`config.mk`:
```
export PLATFORM = sky130hd
export DESIGN_NAME = priority_encoder_case_flat
export DESIGN_NICKNAME = d
export VERILOG_FILES = /design/src/rtl/prio_enc_pkg.sv /design/src/rtl/priority_encoder_case_if.sv /design/src/rtl/prio_enc_comb.sv /design/src/rtl/priority_encoder_case.sv /design/src/flat_wrapper.sv
export SDC_FILE = /design/constraint.sdc
export NUM_CORES = 1
export LEC_CHECK = 0
export ABC_AREA = 1
export CAP_MARGIN = 30
export CORE_AREA = 2 2 39 41
export CTS_CLUSTER_DIAMETER = 200
export DETAILED_ROUTE_END_ITERATION = 10
export DIE_AREA = 0 0 41 43
export PLACE_DENSITY = 0.3
export SLEW_MARGIN = 20
export SYNTH_ARGS = -nofsm -noshare
export SYNTH_HDL_FRONTEND = slang
export SYNTH_SLANG_ARGS = --single-unit
export TNS_END_PERCENT = 30
```
`constraint.sdc`:
```
create_clock -name clk -period 1.35 [get_ports clk]
set_clock_uncertainty 0.15 [all_clocks]
set_input_delay 0.27 -clock clk [delete_from_list [all_inputs] [get_ports clk]]
set_output_delay 0.27 -clock clk [all_outputs]
set_load 0.01 [all_outputs]
```
`src/rtl/prio_enc_pkg.sv`:
```
// Shared widths, types and constants for the 4-input priority encoder.
// Imported by the interface, the decode sub-module and the top level.
package prio_enc_pkg;

   localparam int N_IN   = 4;
   localparam int CODE_W = 3;

   typedef logic [N_IN:1]     req_t;
   typedef logic [CODE_W-1:0] code_t;

   localparam code_t CODE_NONE = '0;

endpackage : prio_enc_pkg

```
`src/rtl/priority_encoder_case_if.sv`:
```
// Request/code bundle for priority_encoder_case: the request vector in, the registered code out.
// The master drives requests and the slave (the encoder) returns the code.
interface priority_encoder_case_if;
   import prio_enc_pkg::*;

   req_t  x;
   code_t pcode;

   modport master (output x, input  pcode);
   modport slave  (input  x, output pcode);

endinterface : priority_encoder_case_if

```
`src/rtl/prio_enc_comb.sv`:
```
// Combinational priority decode: 1-based index of the highest set request bit, 0 if none.
// Unknown request bits fall to the default arm so they propagate as X in simulation.
module prio_enc_comb
   import prio_enc_pkg::*;
#(
   parameter int N_IN   = 4,
   parameter int CODE_W = 3
) (
   input  logic [N_IN:1]     x,
   output logic [CODE_W-1:0] c
);

   always_comb begin
      c = CODE_NONE;
      casez (x)
         4'b1???: c = CODE_W'(4);
         4'b01??: c = CODE_W'(3);
         4'b001?: c = CODE_W'(2);
         4'b0001: c = CODE_W'(1);
         4'b0000: c = CODE_NONE;
`ifdef SYNTHESIS
         default: c = CODE_NONE;
`else
         default: c = 'x;
`endif
      endcase
   end

endmodule : prio_enc_comb

```
`src/rtl/priority_encoder_case.sv`:
```
// Registered 4-input priority encoder: decode of x is captured on every rising clk edge.
// rst_n is synchronous and active-low; it clears the code to 0.
module priority_encoder_case
   import prio_enc_pkg::*;
#(
   parameter int N_IN   = 4,
   parameter int CODE_W = 3
) (
   input  logic                  clk,
   input  logic                  rst_n,
   priority_encoder_case_if.slave bus
);

   logic [CODE_W-1:0] pcode_d;
   logic [CODE_W-1:0] pcode_q;

   prio_enc_comb #(
      .N_IN   (N_IN),
      .CODE_W (CODE_W)
   ) u_comb (
      .x (bus.x),
      .c (pcode_d)
   );

   always_ff @(posedge clk) begin
      if (!rst_n) pcode_q <= CODE_NONE;
      else        pcode_q <= pcode_d;
   end

   assign bus.pcode = pcode_q;

endmodule : priority_encoder_case

```
`src/flat_wrapper.sv`:
```
// flat-port wrapper written by rule: the top's interface ports become plain ports
module priority_encoder_case_flat import prio_enc_pkg::*;
#(
   parameter int N_IN   = 4,
   parameter int CODE_W = 3
)
  (clk, rst_n, bus_x, bus_pcode);
  priority_encoder_case_if bus_i ();
  input  logic clk;
  input  logic rst_n;
  input wire logic [$bits(bus_i.x)-1:0] bus_x;
  output wire logic [$bits(bus_i.pcode)-1:0] bus_pcode;
  assign bus_i.x = bus_x;
  assign bus_pcode = bus_i.pcode;
  priority_encoder_case #(.N_IN(N_IN), .CODE_W(CODE_W)) u_core (.clk(clk), .rst_n(rst_n), .bus(bus_i));
endmodule
```
==> flow_metrics.env <==
export IMPL_cp_max_fo=1
export IMPL_die_x_um=41
export IMPL_layout_common_cells="clkdlybuf4s50_1, inv_1"
export IMPL_dpl_cell_area_um2=196.4
export IMPL_grtUsageTotal=0.04910
export IMPL_synth_compound_area_frac=0.1039
export IMPL_muxShareOfSynthArea=0
export IMPL_boundaryPins=9
export IMPL_critPathSlowestCell="dfxtp_1"
export IMPL_routed_via_density=2.525
export IMPL_synthDistinctLibCells=4
export IMPL_syn_inst=12
export IMPL_synth_top_area_share=0.6234
export IMPL_powerDensity_nw_per_um2=1283
export IMPL_relSlewSlack=0.9242
export IMPL_synthAdderAreaFrac=0
export IMPL_antenna_found_initial=0
export IMPL_wl_per_cell_um=6.500
export IMPL_cts_tree="yes"
export IMPL_mostFrequentLayoutCell="clkdlybuf4s50_1"
export IMPL_start_util=0.06962
export IMPL_synth_top_family_by_area="buffers and inverters"
export IMPL_globalRouteOverflowTotal=0
export IMPL_cp_slowest_stage_delay_ns=0.29
export IMPL_synth_area_leaders="dfxtp_1, inv_1, nand2_1"
export IMPL_p_leak_nw=0.1146
export IMPL_drv_cap=0
export IMPL_drv_slew=0
export IMPL_placedCellCount=36
export IMPL_grt_pass1_vias=107
export IMPL_gp_congestion=0.5396
export IMPL_areaGrowthSynthToFinish_pct=127.3
export IMPL_setup_violations_final=0
export IMPL_cts_sinks=3
export IMPL_hold_buffers=0
export IMPL_synth_simple_area_share=0.1169
export IMPL_dr_first_iter_drc_count=4
export IMPL_synth_nets=18
export IMPL_worstPathRequired_ns=0.93
export IMPL_yosysWarnings=0
export IMPL_fp_dieH_um=43
export IMPL_ant_nets=0
export IMPL_dr_pass1_iters=2
export IMPL_hold_viol=0
export IMPL_stdcell_count=40
export IMPL_port_buffers=8
export IMPL_largest_reg_flops=3
export IMPL_rsz0062_at_grt="false"
export IMPL_p_total_mw=0.2810
export IMPL_synth_area_um2=96.34
export IMPL_ir_drop_v=0.0001378
export IMPL_grt_pass1_wl_um=427
export IMPL_drc=0
export IMPL_synth_top_area_cell="dfxtp_1"
export IMPL_seq_area_frac_synth=0.6234
export IMPL_worst_path_buf_inv=1
export IMPL_grt_max_degree=3
export IMPL_fmax_ghz=0.8262
export IMPL_hold_worst_slack_ns=0.4585
export IMPL_clock_root_buffer="clkbuf_4"
export IMPL_fin_crit_sh=0.8965
export IMPL_cts_buffers=3
export IMPL_path_delay_family="flip-flops"
export IMPL_cts_path_max_buffers=2
export IMPL_worstPathArrival_ns=0.79
export IMPL_crit_chain="dlygate4sd2_1"
export IMPL_drive_above_1_share=0.1250
export IMPL_die_area_um2=1763
export IMPL_fin_tns_setup_ns=0
export IMPL_design_area_um2=219.0
export IMPL_ys_ff_latch=3
export IMPL_endpoint_kind="output pin"
export IMPL_diodes=0
export IMPL_routed_wirelength_um=260
export IMPL_dp_slack_ns=0.1117
export IMPL_synthXorXnorAreaFrac=0
export IMPL_fin_ws_ns=0.1397
export IMPL_fin_util=0.1582
export IMPL_finish_net_count=31
export IMPL_status="finished clean"
export IMPL_rows=14
export IMPL_core_area_um2=1384
export IMPL_syn_area_per_cell_um2=8.029
export IMPL_cp_start_kind="flip-flop"
export IMPL_path_class="reg2out"
export IMPL_worst_pin_slew_ns=0.1142
export IMPL_holdCritPathClass="in2reg"
export IMPL_clk_pin_slew_worst_paths_ns=0.04
export IMPL_fin_crit_ns=1.210
export IMPL_ctsHtreeMaxLevel=1
export IMPL_num_vias=101
worst min-delay path, delay by kind of cell:
kind                   cells  cell delay, ns
buffers and inverters      2            0.47
AO/OA/AOI/OAI              1            0.06
logic make-up after synthesis:
family	Yosys count
buf+inv	4
simple gates	3
flops	3
compound gates	2
layer usage:
metal / vias to the layer above / wire [µm] / global-route usage
li1: 57 / - / -
met1: 33 / 120 / 0.04792
met2: 9 / 72 / 0.03125
met3: 2 / 62 / 0.06283
met4: 0 / 4 / 0.08000
met5: - / 0 / 0
power by group:
group | internal [mW] | total [mW] | switching [mW]
clock network | 0.111 | 0.156 | 0.0453
logic | 0.0194 | 0.0302 | 0.0108
registers | 0.0938 | 0.0948 | 0.000944
total | 0.224 | 0.281 | 0.0571
cell type report:
cell class              instances  area, µm²
clock buffers                   4      26.28
well taps                      16      20.02
multi-input cells               5      21.27
repair buffers                  8      76.32
inverters                       4      15.01
fillers                       166       1165
flip-flops and latches          3      60.06
what timing repair did:
item                                    CTS  global route
endpoints found under the setup margin    3             0
setup buffers                             0             0
gates resized for setup                   3             0
cell usage after synthesis:
library cell / number
inv_1: 4
dfxtp_1: 3
nand2_1: 3
a21oi_1: 2
final timing paths:
kind | slack (ns) | start | to | cells past startpoint
setup / recovery | 0.14 | u_core.bus.pcode[2]$_SDFF_PN0_ | bus_pcode[2] | 1
hold / removal | 0.46 | bus_x[1] | u_core.bus.pcode[1]$_SDFF_PN0_ | 3
(Power assumes the default switching activity.)
